--- config.mk ---
export PLATFORM = sky130hd
export DESIGN_NAME = shared_gf2n_mul_dom_pipe
export DESIGN_NICKNAME = d
export VERILOG_FILES = /design/src/rtl/shared_gf2n_mul_dom_pipe.sv
export SDC_FILE = /design/constraint.sdc
export NUM_CORES = 1
export LEC_CHECK = 0
export CAP_MARGIN = 20
export CORE_AREA = 2 2 53 55
export CTS_CLUSTER_SIZE = 8
export DETAILED_ROUTE_END_ITERATION = 16
export DIE_AREA = 0 0 55 57
export PLACE_DENSITY = 0.8
export SETUP_SLACK_MARGIN = 0.02
export SLEW_MARGIN = 20
export SYNTH_ARGS = -nofsm -noshare
export SYNTH_HDL_FRONTEND = slang
export SYNTH_SLANG_ARGS = --single-unit
--- constraint.sdc ---
create_clock -name ClkxCI -period 1 [get_ports ClkxCI]
set_input_delay 0.2 -clock ClkxCI [delete_from_list [all_inputs] [get_ports ClkxCI]]
set_output_delay 0.2 -clock ClkxCI [all_outputs]
set_load 0.02 [all_outputs]
--- src/rtl/shared_gf2n_mul_dom_pipe.sv ---
`default_nettype none
`timescale 1ns/1ps
// ============================================================================
// Module      : shared_gf2n_mul_dom_pipe
// Description : d-share DOM-indep masked multiplier over GF(2^N) with an
//               optional square-scale term, valid/ready handshake and an
//               optional registered output compression stage.
//               Field polynomials: N=2 -> x^2+x+1, N=4 -> x^4+x+1
//               (polynomial basis). Square-scale: sqsc(a) = x * a^2 (N=2).
// Revision    : 1.0 - initial release
// ============================================================================
module shared_gf2n_mul_dom_pipe #(
    parameter int SHARES = 2,
    parameter int N      = 2,
    parameter int OUTREG = 1,
    parameter int RANDW  = N*SHARES*(SHARES-1)/2
) (
    input  logic                ClkxCI,
    input  logic                RstxRI,
    input  logic                InValidxSI,
    output logic                InReadyxSO,
    input  logic                ModexSI,
    input  logic [N*SHARES-1:0] XxDI,
    input  logic [N*SHARES-1:0] YxDI,
    input  logic [RANDW-1:0]    ZxDI,
    output logic                OutValidxSO,
    input  logic                OutReadyxSI,
    output logic [N*SHARES-1:0] QxDO
);

    // ------------------------------------------------------------------------
    // Constants
    // ------------------------------------------------------------------------
    localparam int          c_NPAIRS  = SHARES*(SHARES-1)/2;
    localparam int          c_W       = N*SHARES;
    // Reduction term: both x^2+x+1 and x^4+x+1 fold the top bit back as x+1.
    localparam logic [N-1:0] c_RED    = N'(3);
    // Square-scale multiplier constant (the element x).
    localparam logic [N-1:0] c_SCALE  = N'(2);
    // The square-scale mode only exists for the 2-bit field.
    localparam bit          c_MODE_OK = (N == 2);

    // ------------------------------------------------------------------------
    // Configuration guards: refuse to elaborate unsupported shapes.
    // ------------------------------------------------------------------------
    if ((N != 2) && (N != 4)) begin : g_bad_n
        $error("shared_gf2n_mul_dom_pipe: N must be 2 or 4");
    end
    if (SHARES < 2) begin : g_bad_shares
        $error("shared_gf2n_mul_dom_pipe: SHARES must be at least 2");
    end
    if (RANDW != N*SHARES*(SHARES-1)/2) begin : g_bad_randw
        $error("shared_gf2n_mul_dom_pipe: RANDW must equal N*SHARES*(SHARES-1)/2");
    end

    // ------------------------------------------------------------------------
    // Field arithmetic
    // ------------------------------------------------------------------------
    function automatic logic [N-1:0] gf_xtime(input logic [N-1:0] a);
        return {a[N-2:0], 1'b0} ^ (a[N-1] ? c_RED : '0);
    endfunction

    // Shift-and-add multiply; one partial product per bit of b.
    function automatic logic [N-1:0] gf_mul(input logic [N-1:0] a,
                                            input logic [N-1:0] b);
        logic [N-1:0] acc;
        logic [N-1:0] sh;
        acc = '0;
        sh  = a;
        for (int i = 0; i < N; i++) begin
            if (b[i]) begin
                acc = acc ^ sh;
            end
            sh = gf_xtime(sh);
        end
        return acc;
    endfunction

    // Linear in a, so it can be applied share-wise without combining domains.
    function automatic logic [N-1:0] gf_sqsc(input logic [N-1:0] a);
        return gf_mul(gf_mul(a, a), c_SCALE);
    endfunction

    // ------------------------------------------------------------------------
    // Declarations
    // ------------------------------------------------------------------------
    logic [N-1:0] w_x [SHARES];
    logic [N-1:0] w_y [SHARES];
    logic [N-1:0] w_z [c_NPAIRS];
    logic         w_mode_in;

    logic         w_down_load;   // successor of stage 1 takes data this cycle
    logic         w_s1_load;     // stage 1 may capture a new transfer
    logic         w_accept;

    logic [N-1:0] r_inner_q [SHARES];
    logic [N-1:0] w_inner_d [SHARES];
    logic [N-1:0] r_sqsc_q  [SHARES];
    logic [N-1:0] w_sqsc_d  [SHARES];
    logic [N-1:0] r_cij_q   [c_NPAIRS];
    logic [N-1:0] w_cij_d   [c_NPAIRS];
    logic [N-1:0] r_cji_q   [c_NPAIRS];
    logic [N-1:0] w_cji_d   [c_NPAIRS];
    logic         r_mode_q;
    logic         w_mode_d;
    logic         r_s1_valid_q;
    logic         w_s1_valid_d;

    logic [N-1:0] w_comp [SHARES];
    logic [c_W-1:0] w_comp_flat;

    // ------------------------------------------------------------------------
    // Handshake
    // ------------------------------------------------------------------------
    assign w_s1_load  = ~r_s1_valid_q | w_down_load;
    assign InReadyxSO = w_s1_load;
    assign w_accept   = InValidxSI & w_s1_load;
    assign w_mode_in  = ModexSI & c_MODE_OK;

    // Split the packed share buses into per-share / per-pair words.
    always_comb begin : p_unpack
        for (int i = 0; i < SHARES; i++) begin
            w_x[i] = XxDI[i*N +: N];
            w_y[i] = YxDI[i*N +: N];
        end
        for (int k = 0; k < c_NPAIRS; k++) begin
            w_z[k] = ZxDI[k*N +: N];
        end
    end

    // Stage 1 next state: DOM products captured only on an accepted transfer,
    // otherwise every register (masks included) keeps its own value.
    always_comb begin : p_s1_next
        int k;
        k            = 0;
        w_inner_d    = r_inner_q;
        w_sqsc_d     = r_sqsc_q;
        w_cij_d      = r_cij_q;
        w_cji_d      = r_cji_q;
        w_mode_d     = r_mode_q;
        w_s1_valid_d = w_s1_load ? w_accept : r_s1_valid_q;
        if (w_accept) begin
            for (int i = 0; i < SHARES; i++) begin
                w_inner_d[i] = gf_mul(w_x[i], w_y[i]);
                w_sqsc_d[i]  = gf_sqsc(w_x[i] ^ w_y[i]);
            end
            // Pairs (i<j) enumerated lexicographically, matching ZxDI order.
            for (int i = 0; i < SHARES; i++) begin
                for (int j = i + 1; j < SHARES; j++) begin
                    w_cij_d[k] = gf_mul(w_x[i], w_y[j]) ^ w_z[k];
                    w_cji_d[k] = gf_mul(w_x[j], w_y[i]) ^ w_z[k];
                    k = k + 1;
                end
            end
            w_mode_d = w_mode_in;
        end
    end

    // Stage 1 registers: the DOM boundary for every cross-domain product.
    always_ff @(posedge ClkxCI or posedge RstxRI) begin : p_s1_regs
        if (RstxRI) begin
            r_s1_valid_q <= 1'b0;
            r_mode_q     <= 1'b0;
            for (int i = 0; i < SHARES; i++) begin
                r_inner_q[i] <= '0;
                r_sqsc_q[i]  <= '0;
            end
            for (int k = 0; k < c_NPAIRS; k++) begin
                r_cij_q[k] <= '0;
                r_cji_q[k] <= '0;
            end
        end else begin
            r_s1_valid_q <= w_s1_valid_d;
            r_mode_q     <= w_mode_d;
            r_inner_q    <= w_inner_d;
            r_sqsc_q     <= w_sqsc_d;
            r_cij_q      <= w_cij_d;
            r_cji_q      <= w_cji_d;
        end
    end

    // Compression: each output share folds its own inner term with the
    // already-masked, already-registered cross terms addressed to it.
    always_comb begin : p_compress
        int k;
        k           = 0;
        w_comp_flat = '0;
        for (int i = 0; i < SHARES; i++) begin
            w_comp[i] = r_inner_q[i] ^ (r_mode_q ? r_sqsc_q[i] : '0);
        end
        for (int i = 0; i < SHARES; i++) begin
            for (int j = i + 1; j < SHARES; j++) begin
                w_comp[i] = w_comp[i] ^ r_cij_q[k];
                w_comp[j] = w_comp[j] ^ r_cji_q[k];
                k = k + 1;
            end
        end
        for (int i = 0; i < SHARES; i++) begin
            w_comp_flat[i*N +: N] = w_comp[i];
        end
    end

    // ------------------------------------------------------------------------
    // Output stage
    // ------------------------------------------------------------------------
    if (OUTREG != 0) begin : g_outreg
        logic           r_s2_valid_q;
        logic           w_s2_valid_d;
        logic [c_W-1:0] r_q_q;
        logic [c_W-1:0] w_q_d;
        logic           w_s2_load;

        assign w_s2_load   = ~r_s2_valid_q | OutReadyxSI;
        assign w_down_load = w_s2_load;
        assign OutValidxSO = r_s2_valid_q;
        assign QxDO        = r_q_q;

        // Stage 2 next state: take stage 1 when free or draining, else hold.
        always_comb begin : p_s2_next
            w_s2_valid_d = r_s2_valid_q;
            w_q_d        = r_q_q;
            if (w_s2_load) begin
                w_s2_valid_d = r_s1_valid_q;
                if (r_s1_valid_q) begin
                    w_q_d = w_comp_flat;
                end
            end
        end

        // Stage 2 registers: registered compressed output shares.
        always_ff @(posedge ClkxCI or posedge RstxRI) begin : p_s2_regs
            if (RstxRI) begin
                r_s2_valid_q <= 1'b0;
                r_q_q        <= '0;
            end else begin
                r_s2_valid_q <= w_s2_valid_d;
                r_q_q        <= w_q_d;
            end
        end
    end else begin : g_outcomb
        assign w_down_load = OutReadyxSI;
        assign OutValidxSO = r_s1_valid_q;
        assign QxDO        = w_comp_flat;
    end

endmodule
`default_nettype wire

==> impl_metrics.csv, run 1 <==
group,metric,value,unit
setup_path,crit_required,1.17,ns
final_layout,num-fill-cells,243,
final_layout,multi_input_area,637,sq um
synthesis,synth-seq-cells,19,
route,vias,890,
grt,grt_pass1_vias,908,
floorplan,row_count,19,
route,routed_wl,2150,microns
synthesis,ys_types,24,
clocking,cts.sinks,19,
grt,overflow,0,
outcome,violations,"negative setup slack",
sta,finalHoldViolations,0,
setup_path,criticalPathCategory,"flop to flop",
final_layout,area_delta_synth_final,37.9,%
setup_path,crit_path_max_fanout,5,
synthesis,syn-mean-instance-area,9.53,sq um
clocking,cts_tree,"built",
route,drt_drc_violations_left,0,
sta,report.final.setup_viol,19,
synthesis,syn_area,1110,sq um
synthesis,synth_edf_count,0,
synthesis,synthFlopType,"dfrtp_1",
floorplan,core_area,2620,sq um
synthesis,synth_common_cells,"nand2_1 (27), dfrtp_1 (19), xnor2_1 (16), o21ai_0 (12), nand2b_1 (5)",
sta,post-route-worst-setup-slack,-0.220,ns
route,drtIter0Drc,9,
sta,clock_skew,0.00414,ns
sta,fmaxAchievable,820,MHz
clocking,holdBufCountCts,0,
synthesis,synth_top_area_cell,"dfrtp_1",
setup_path,crit_path_end_kind,"flop",
synthesis,syn-instance-count,117,
route,vias_per_cell,4.86,
placed_design,gp_congestion,0.789,
synthesis,syn-num-nets,134,
floorplan,floorplan.die_area,3140,sq um
grt,grt_pass1_wl,3760,microns
sta,timing.setup.tns,-2.37,ns
clocking,clk_pin_slew_worst_paths,0.10,ns
synthesis,synth_area_leaders,"dfrtp_1 (43%), xnor2_1 (13%), nand2_1 (9.1%), o21ai_0 (5.4%), xor2_1 (3.1%)",
synthesis,yosysMostFrequentCell,"nand2_1",
placed_design,dp_hpwl,1660,microns
sta,relSlewSlack,82.4,%
power,ir_drop,0.865,mV
clocking,clockBufferDepth,2,
final_layout,nets,170,
synthesis,ys_seq_area_share,42.6,%
sta,drv_slew,0,
route,drtAntennaViolNets,0,
final_layout,drive_gt1_share,26.3,%
floorplan,initial_core_util,42.6,%
grt,grt_max_degree,20,
clocking,worstSkewPairLatency,0.28,ns
floorplan,die_h,57,microns
clocking,cts_buffers,3,
synthesis,synth.top_cell.area_share,42.6,%
setup_path,crit_arrival,1.39,ns
job,max-cap-violations,0,
synthesis,synth_async_sr_flop_share,100,%
clocking,ctsRootBufferMaster,"clkbuf_4",
floorplan,num_io_pins,21,
setup_path,crit_path_start_kind,"flop",
placed_design,portBuffers,20,
power,power_leakage,0.699,nW
sta,timing.final.crit_share,122,%
grt,grt_antenna_before_repair,0,
sta,worst_slew_pin_slew,0.265,ns
sta,rsz0062_at_grt,"yes",
final_layout,antenna_cells,0,
power,cellPowerDensity,1510,nW/um^2
min_path,hold_class,"input port to asynchronous set/reset pin",
sta,period_needed,1.22,ns
synthesis,yosysWarnings,0,
final_layout,seq_area,477,sq um
route,first_pass_iters,4,
clocking,htree_levels,1,
grt,grtUsageTotal,16.4,%
outcome,outcome,"finished, violations left",
route,wl_per_cell,11.7,microns
floorplan,die_w,55,microns
power,finalPower,2.32,mW
area by class of cell:
cell class / instances / share of cell area, %
Clock buffer: 4 / 1.71
Inverter: 3 / 0.732
Multi-Input combinational cell: 89 / 41.4
Sequential cell: 19 / 31.0
Tap cell: 31 / 2.52
Timing Repair Buffer: 37 / 22.6
cells by family after synthesis:
logic type | Yosys count | share of synthesized area, %
adders and majority gates | 2 | 2.24
DFF | 19 | 42.6
AOI/OAI and AO/OA | 18 | 9.65
and+or+nand+nor | 46 | 21.9
buffers and inverters | 9 | 4.82
xor gates and xnor gates | 20 | 15.7
muxes | 3 | 3.03
placed cells by master, fill, tap and decap left out:
| master | synthesis | routed |
|---|---|---|
| buf_4 | 3 | 12 |
| nand3b_4 | 1 | 1 |
| and3_2 | 1 | 1 |
| nor2b_4 | 1 | 1 |
| dfrtp_2 | 0 | 1 |
| o2111ai_1 | 2 | 2 |
| clkbuf_1 | 1 | 1 |
| dfrtp_1 | 19 | 18 |
| and2_4 | 0 | 1 |
| a21oi_1 | 2 | 2 |
| nor2_1 | 1 | 1 |
| a311o_1 | 2 | 2 |
| xnor2_1 | 16 | 13 |
| clkbuf_4 | 0 | 3 |
| xor2_1 | 4 | 4 |
| nand3b_1 | 4 | 4 |
| mux2_4 | 0 | 3 |
| o21ai_1 | 0 | 5 |
| and2b_4 | 1 | 1 |
| nand2_1 | 27 | 25 |
| dlygate4sd2_1 | 0 | 7 |
| xnor2_2 | 0 | 3 |
| buf_6 | 1 | 9 |
| nand2_4 | 0 | 2 |
| clkdlybuf4s50_1 | 0 | 7 |
| buf_2 | 0 | 1 |
| ha_1 | 2 | 2 |
| inv_1 | 3 | 3 |
| nand3_1 | 4 | 4 |
| o21ai_0 | 12 | 7 |
| nand2b_1 | 5 | 5 |
| buf_12 | 0 | 1 |
final timing paths:
check / from / to / slack [ns] / cells after the start
worst min-delay path: RstxRI / r_cij_q[0] / 0.22 / 3
worst max-delay path: OutValidxSO / r_sqsc_q[3] / -0.22 / 4
worst max register to register: OutValidxSO / r_sqsc_q[3] / -0.22 / 4
max in group asynchronous: RstxRI / OutValidxSO / 0.65 / 3
worst min register to register: QxDO[2] / QxDO[2] / 0.51 / 2
min in group ClkxCI: QxDO[2] / QxDO[2] / 0.51 / 2
critical path: stages, from the launching register on:
cell	delay [ns]
dfrtp_2	0.45
nand3b_4	0.09
buf_6	0.09
and2_4	0.18
mux2_4	0.30
routing by layer:
layer / wire [microns] / GRT usage [%]
met5: 0 / 0
met4: 27 / 6.27
met3: 77 / 2.62
met2: 1140 / 29.1
met1: 901 / 19.3
sequential cells by signal, indices dropped and copies added (netlist names):
name	flops
QxDO	4
r_inner_q	4
r_sqsc_q	4
r_cij_q	2
r_cji_q	2
OutValidxSO	1
r_mode_q	1
r_s1_valid_q	1
timing repair:
item	4_1_cts	5_1_grt
gates cloned	1	0
setup buffers	1	2
setup endpoints to repair	23	23
gates resized for setup	50	8
pin swaps	3	2
stage by stage:
| step | setup slack (ns) | cells | area [sq um] | hold WS, ns | utilization, % |
|---|---|---|---|---|---|
| 2_1_floorplan | -0.254 | 117 | 1140 | 0.151 | - |
| 4_1_cts | -0.221 | 181 | 1490 | 0.212 | 56.9 |
| 6_report | -0.220 | 183 | 1540 | 0.217 | 58.8 |
| 3_3_place_gp | -0.603 | 175 | 1440 | 0.460 | 54.9 |
| 3_5_place_dp | -0.611 | 175 | 1440 | 0.470 | 54.9 |
| 5_1_grt | -0.256 | 183 | 1540 | 0.220 | 58.8 |
report_power, final:
part	internal [mW]	switching (mW)	total (mW)
Combinational	0.507	0.388	0.894
Clock	0.155	0.215	0.369
Sequential	0.931	0.128	1.06
Power figures use the tool's default switching activity.
==> inputs of run 2 (changes only) <==
- GPL_TIMING_DRIVEN: default -> 1
==> results of run 2 <==
No change in the layout: final DEF, timing and power equal those of run 1.
==> variant 1, RTL diff (flow settings as in run 1) <==
The parameter `OUTREG` goes from 1 to 0.
--- a/src/rtl/shared_gf2n_mul_dom_pipe.sv
+++ b/src/rtl/shared_gf2n_mul_dom_pipe.sv
@@ -12,7 +12,7 @@
 module shared_gf2n_mul_dom_pipe #(
     parameter int SHARES = 2,
     parameter int N      = 2,
-    parameter int OUTREG = 1,
+    parameter int OUTREG = 0,
     parameter int RANDW  = N*SHARES*(SHARES-1)/2
 ) (
     input  logic                ClkxCI,
Formal check against the unedited RTL: not equivalent (Yosys sat finds a counterexample within 4 cycles, from zero or initial values and one cycle with RstxRI high).
==> variant 1 against run 1 <==
The run still ends with setup timing left. Synthesized area down 18%. Sequential cell count down 5. Largest cell class unchanged. Critical path depth down 1. Synthesized cell count down 17%. Largest power group is now combinational cells. Clock power down 8.9%. Setup slack worse by 0.17 ns. Power down 11%. Sequential share of layout area down 7.4 points. Final cell count down 3.8%. Cell area down 2.7%. Utilization down 1.6 points. Routed wire length up 0.33%. Highest routed layer unchanged.
==> variant 1: results (changes against run 1) <==
INFO  metric run_status = complete, but fails checks (unchanged)
INFO  metric violations = setup timing (unchanged)
INFO  metric irDropWorstVdd = 0.000739 V (was 0.000865 V)
INFO  metric yosysSeqAreaShare = 0.384 (was 0.426)
INFO  metric setup_viol = 19 (unchanged)
INFO  metric worst_endpoint_data_arrival_time = 1.19 ns (was 1.39 ns)
INFO  metric grt_pass1_wl = 3470 microns (was 3760 microns)
INFO  metric worst_path_max_delay_cell = sky130_fd_sc_hd__dfrtp_1 (was sky130_fd_sc_hd__dfrtp_2)
INFO  metric gp_routability_congestion = 0.824 (was 0.789)
INFO  metric wl_per_cell = 12.2 microns (was 11.7 microns)
INFO  metric syn-mean-instance-area = 9.42 sq um (was 9.53 sq um)
INFO  metric placed_cells_incl_taps = 163 (was 175)
INFO  metric worst_slack = -0.389 ns (was -0.220 ns)
INFO  metric cts.clk_slew.worst_paths = 0.08 ns (was 0.10 ns)
INFO  metric finalClockSkew = 0.00694 ns (was 0.00414 ns)
INFO  metric number_of_nets_in_the_synthesized_netlist = 114 (was 134)
INFO  metric fillCellCount = 236 (was 243)
INFO  metric synth.area.top_cells = sky130_fd_sc_hd__dfrtp_1 38%, sky130_fd_sc_hd__nand2_1 9.0%, sky130_fd_sc_hd__xnor2_1 8.6% (was sky130_fd_sc_hd__dfrtp_1 43%, sky130_fd_sc_hd__xnor2_1 13%, sky130_fd_sc_hd__nand2_1 9.1%)
INFO  metric detailedRoute.firstIterationViolations = 10 (was 9)
INFO  metric yosys-top-cells-count = 22 x sky130_fd_sc_hd__nand2_1, 14 x sky130_fd_sc_hd__dfrtp_1, 9 x sky130_fd_sc_hd__o21ai_0, 9 x sky130_fd_sc_hd__xnor2_1, 9 x sky130_fd_sc_hd__xor2_1 (was 27 x sky130_fd_sc_hd__nand2_1, 19 x sky130_fd_sc_hd__dfrtp_1, 16 x sky130_fd_sc_hd__xnor2_1, 12 x sky130_fd_sc_hd__o21ai_0, 5 x sky130_fd_sc_hd__nand2b_1)
INFO  metric sequential_cell_area = 353 sq um (was 477 sq um)
INFO  metric first_global_vias = 842 (was 908)
INFO  metric power_switching = 0.695 mW (was 0.731 mW)
INFO  metric max_stage_delay = 0.42 ns (was 0.45 ns)
INFO  metric grt.total_usage = 0.156 (was 0.164)
INFO  metric maximum_number_of_pins_on_one_net_before_global_route_repair = 18 (was 20)
INFO  metric critical_path_peak_fanout = 2 (was 5)
INFO  metric dpl_cell_area = 1320 sq um (was 1440 sq um)
INFO  metric place_hpwl = 1560 microns (was 1660 microns)
INFO  metric post_route_cells_drive_above_1_share = 0.483 (was 0.263)
INFO  metric power.static_leakage = 0.712 nW (was 0.699 nW)
INFO  metric final.setup.tns = -3.75 ns (was -2.37 ns)
INFO  metric numCtsBuffers = 3 (unchanged)
INFO  metric place_worst_setup_slack = -0.614 ns (was -0.611 ns)
INFO  metric path_delay_family = flip-flops (unchanged)
INFO  metric post_layout_nonfiller_instances = 176 (was 183)
variant 1: cell count changes after synthesis, moves of 3 or more:
| cell | run 1 | this run |
|---|---|---|
| sky130_fd_sc_hd__xnor2_1 | 16 | 9 |
| sky130_fd_sc_hd__dfrtp_1 | 19 | 14 |
| sky130_fd_sc_hd__nand2_1 | 27 | 22 |
| sky130_fd_sc_hd__xor2_1 | 4 | 9 |
| sky130_fd_sc_hd__nand2b_1 | 5 | 1 |
| sky130_fd_sc_hd__nand3b_1 | 4 | 0 |
| sky130_fd_sc_hd__buf_4 | 3 | 0 |
| sky130_fd_sc_hd__nand3_1 | 4 | 1 |
| sky130_fd_sc_hd__o21ai_0 | 12 | 9 |
variant 1: layer usage:
metal,part of all wire,routed length (microns),global-route usage
met1,0.42,903,0.181
met2,0.50,1090,0.260
met3,0.028,61,0.00785
met4,0.047,101,0.115
met5,0,0,0
variant 1: what timing repair did:
action / 4_1_cts / 5_1_grt
endpoints found under the setup margin: 19 / 19
pin swaps: 8 / 5
resized for setup: 56 / 13
setup buffers: 6 / 3
variant 1: logic make-up after synthesis:
logic type,share of synthesized area
AOI/OAI and AO/OA,0.103
xor gates and xnor gates,0.173
adders and majority gates,0.0274
buffers and inverters,0.0479
DFF,0.384
muxes,0.0781
and+or+nand+nor,0.188
variant 1: area by class of cell:
type,count,area share
clock buffers,4,0.0176
inverters,2,0.00502
multi-input cells,76,0.421
flip-flops and latches,14,0.236
well taps,31,0.0259
repair buffers,49,0.294
variant 1: final timing paths:
path,start,endpoint,slack [ns],cells after the start
min,RstxRI,r_mode_q$_DFFE_PP0P_,0.19,3
max,r_inner_q[3]$_DFFE_PP0P_,QxDO[1],-0.39,3
max in group asynchronous,RstxRI,OutValidxSO$_DFFE_PP0P_,0.63,3
min reg2reg,r_sqsc_q[0]$_DFFE_PP0P_,r_sqsc_q[0]$_DFFE_PP0P_,0.51,2
max reg2reg,OutValidxSO$_DFFE_PP0P_,r_cij_q[1]$_DFFE_PP0P_,-0.32,5
min in group ClkxCI,YxDI[1],r_inner_q[3]$_DFFE_PP0P_,0.36,4
variant 1: worst min-delay path, cell delays in order:
cell and delay, ns:
sky130_fd_sc_hd__clkdlybuf4s50_1 0.39, sky130_fd_sc_hd__inv_1 0.05, sky130_fd_sc_hd__buf_4 0.20
variant 1: power groups by stage:
| stage | combinational (mW) | sequential, mW | clock, mW |
|---|---|---|---|
| after floorplan | 0.549 | 0.723 | 0 |
| after global placement | 0.880 | 0.732 | 0 |
| after detailed placement | 0.902 | 0.739 | 0 |
| after CTS | 0.938 | 0.747 | 0.346 |
| after global routing | 1.07 | 0.764 | 0.367 |
| final | 0.987 | 0.752 | 0.336 |
==> variant 2, RTL diff (flow settings as in run 1) <==
Made on the original files. Make the reset (`RstxRI`) synchronous in 2 clocked blocks.
--- a/src/rtl/shared_gf2n_mul_dom_pipe.sv
+++ b/src/rtl/shared_gf2n_mul_dom_pipe.sv
@@ -157,7 +157,7 @@
     end
 
     // Stage 1 registers: the DOM boundary for every cross-domain product.
-    always_ff @(posedge ClkxCI or posedge RstxRI) begin : p_s1_regs
+    always_ff @(posedge ClkxCI) begin : p_s1_regs
         if (RstxRI) begin
             r_s1_valid_q <= 1'b0;
             r_mode_q     <= 1'b0;
@@ -228,7 +228,7 @@
         end
 
         // Stage 2 registers: registered compressed output shares.
-        always_ff @(posedge ClkxCI or posedge RstxRI) begin : p_s2_regs
+        always_ff @(posedge ClkxCI) begin : p_s2_regs
             if (RstxRI) begin
                 r_s2_valid_q <= 1'b0;
                 r_q_q        <= '0;
Formal check against the unedited RTL: differs if RstxRI is asserted again (counterexample within 4 cycles, from zero or initial values and one cycle with RstxRI high); with RstxRI held inactive, the same outputs for 10 cycles.
==> variant 2 against run 1 <==
The flow still finishes with violations (setup timing). Non-clock buffer count up 5. Global-route usage about the same. Sequential cell count stayed put. Routed wire length increased by 12%. Setup slack improved by 0.099 ns. Cell area grew 1.4%. Synthesized area is 3.7% lower. Power decreased by 25%. Largest cell class unchanged. Largest power group unchanged. Highest routed layer unchanged.
==> variant 2: results (changes against run 1) <==
INFO  metric timing.max_slew.rel_slack = 0.848 (was 0.824)
INFO  metric violations = setup timing (unchanged)
INFO  metric setup_viol = 18 (was 19)
INFO  metric met1_length = 1030 microns (was 901 microns)
INFO  metric dr_wl_met3 = 101 microns (was 77 microns)
INFO  metric worst_endpoint_data_arrival_time = 1.37 ns (was 1.39 ns)
INFO  metric dpl_cell_area = 1460 sq um (was 1440 sq um)
INFO  metric number_of_nets_in_the_synthesized_netlist = 139 (was 134)
INFO  metric worst_path_max_delay_cell = sky130_fd_sc_hd__dfxtp_4 (was sky130_fd_sc_hd__dfrtp_2)
INFO  metric internal_power = 1.23 mW (was 1.59 mW)
INFO  metric fin_worst_hold_slack = 0.424 ns (was 0.217 ns)
INFO  metric detailedRoute.firstIterationViolations = 13 (was 9)
INFO  metric globalRouteMet2Util = 0.294 (was 0.291)
INFO  metric synth.distinct_cells = 34 (was 24)
INFO  metric power.static_leakage = 0.699 nW (about the same)
INFO  metric run_status = complete, but fails checks (unchanged)
INFO  metric worst_slack = -0.121 ns (was -0.220 ns)
INFO  metric clk-insertion-delay-late = 0.31 ns (was 0.28 ns)
INFO  metric reg2reg_from = OutValidxSO$_SDFFE_PP0P_ (was OutValidxSO$_DFFE_PP0P_)
INFO  metric routed-via-count = 976 (was 890)
INFO  metric maximum_number_of_pins_on_one_net_before_global_route_repair = 22 (was 20)
INFO  metric finalClockSkew = 0.0188 ns (was 0.00414 ns)
INFO  metric grt.total_usage = 0.164 (about the same)
INFO  metric routed_wl = 2410 microns (was 2150 microns)
INFO  metric cts.clk_slew.worst_paths = 0.12 ns (was 0.10 ns)
INFO  metric place_hpwl = 1810 microns (was 1660 microns)
INFO  metric grt.met1_usage = 0.196 (was 0.193)
INFO  metric hold_path_class = input port to register (was input port to asynchronous set/reset pin)
INFO  metric post_route_cells_drive_above_1_share = 0.368 (was 0.263)
INFO  metric yosys-top-cells-count = 20 x sky130_fd_sc_hd__nand2_1, 19 x sky130_fd_sc_hd__dfxtp_1, 14 x sky130_fd_sc_hd__nor2_1, 9 x sky130_fd_sc_hd__xnor2_1, 8 x sky130_fd_sc_hd__xor2_1 (was 27 x sky130_fd_sc_hd__nand2_1, 19 x sky130_fd_sc_hd__dfrtp_1, 16 x sky130_fd_sc_hd__xnor2_1, 12 x sky130_fd_sc_hd__o21ai_0, 5 x sky130_fd_sc_hd__nand2b_1)
INFO  metric globalRouteMet3Util = 0.0157 (was 0.0262)
INFO  metric worst_r2r_path_depth = 6 (was 4)
variant 2: logic make-up (layout without fill, tap and decap cells):
group	Yosys count	after routing	share of synthesized area
adder cells (fa/ha/maj)	2	2	0.0233
flip-flops	19	19	0.354
buffers and inverters	9	49	0.0420
XOR/XNOR	17	17	0.139
AND/OR/NAND/NOR	47	48	0.220
AO/OA/AOI/OAI	19	19	0.128
multiplexers	9	9	0.0932
variant 2: worst min-delay path, stage by stage:
cell,delay (ns)
sky130_fd_sc_hd__clkdlybuf4s15_1,0.22
sky130_fd_sc_hd__nand2_1,0.10
sky130_fd_sc_hd__xnor2_1,0.12
sky130_fd_sc_hd__o31ai_1,0.06
variant 2: power by group through the flow:
stage               clock network, mW  registers [mW]  logic [mW]
detailed placement                  0           0.868       0.471
CTS                             0.394           0.854       0.476
floorplan                           0           0.878       0.266
finish                          0.391           0.857       0.494
global placement                    0           0.864       0.456
global route                    0.427           0.865       0.541
variant 2: final cells by class:
cell class	instances	area [sq um]
Timing Repair Buffer	42	367
Fill cell	232	1060
Multi-Input combinational cell	95	724
Clock inverter	1	5.00
Sequential cell	19	390
Clock buffer	3	22.5
Tap cell	31	38.8
Inverter	3	11.3
variant 2: per-stage QoR:
step	power [mW]	TNS (ns)	instances	worst slack (ns)
2_1_floorplan	1.14	-1.00	122	-0.249
3_3_place_gp	1.32	-9.61	187	-0.675
3_5_place_dp	1.34	-10.42	187	-0.708
4_1_cts	1.72	-1.41	192	-0.153
5_1_grt	1.83	-2.66	194	-0.202
6_report	1.74	-1.46	194	-0.121
variant 2: what timing repair did:
action                                  in CTS  in global routing
buffers inserted                             0                  2
cloned                                       1                  0
endpoints found under the setup margin      23                 23
resized for setup                           55                  8
pin swaps                                   10                  3
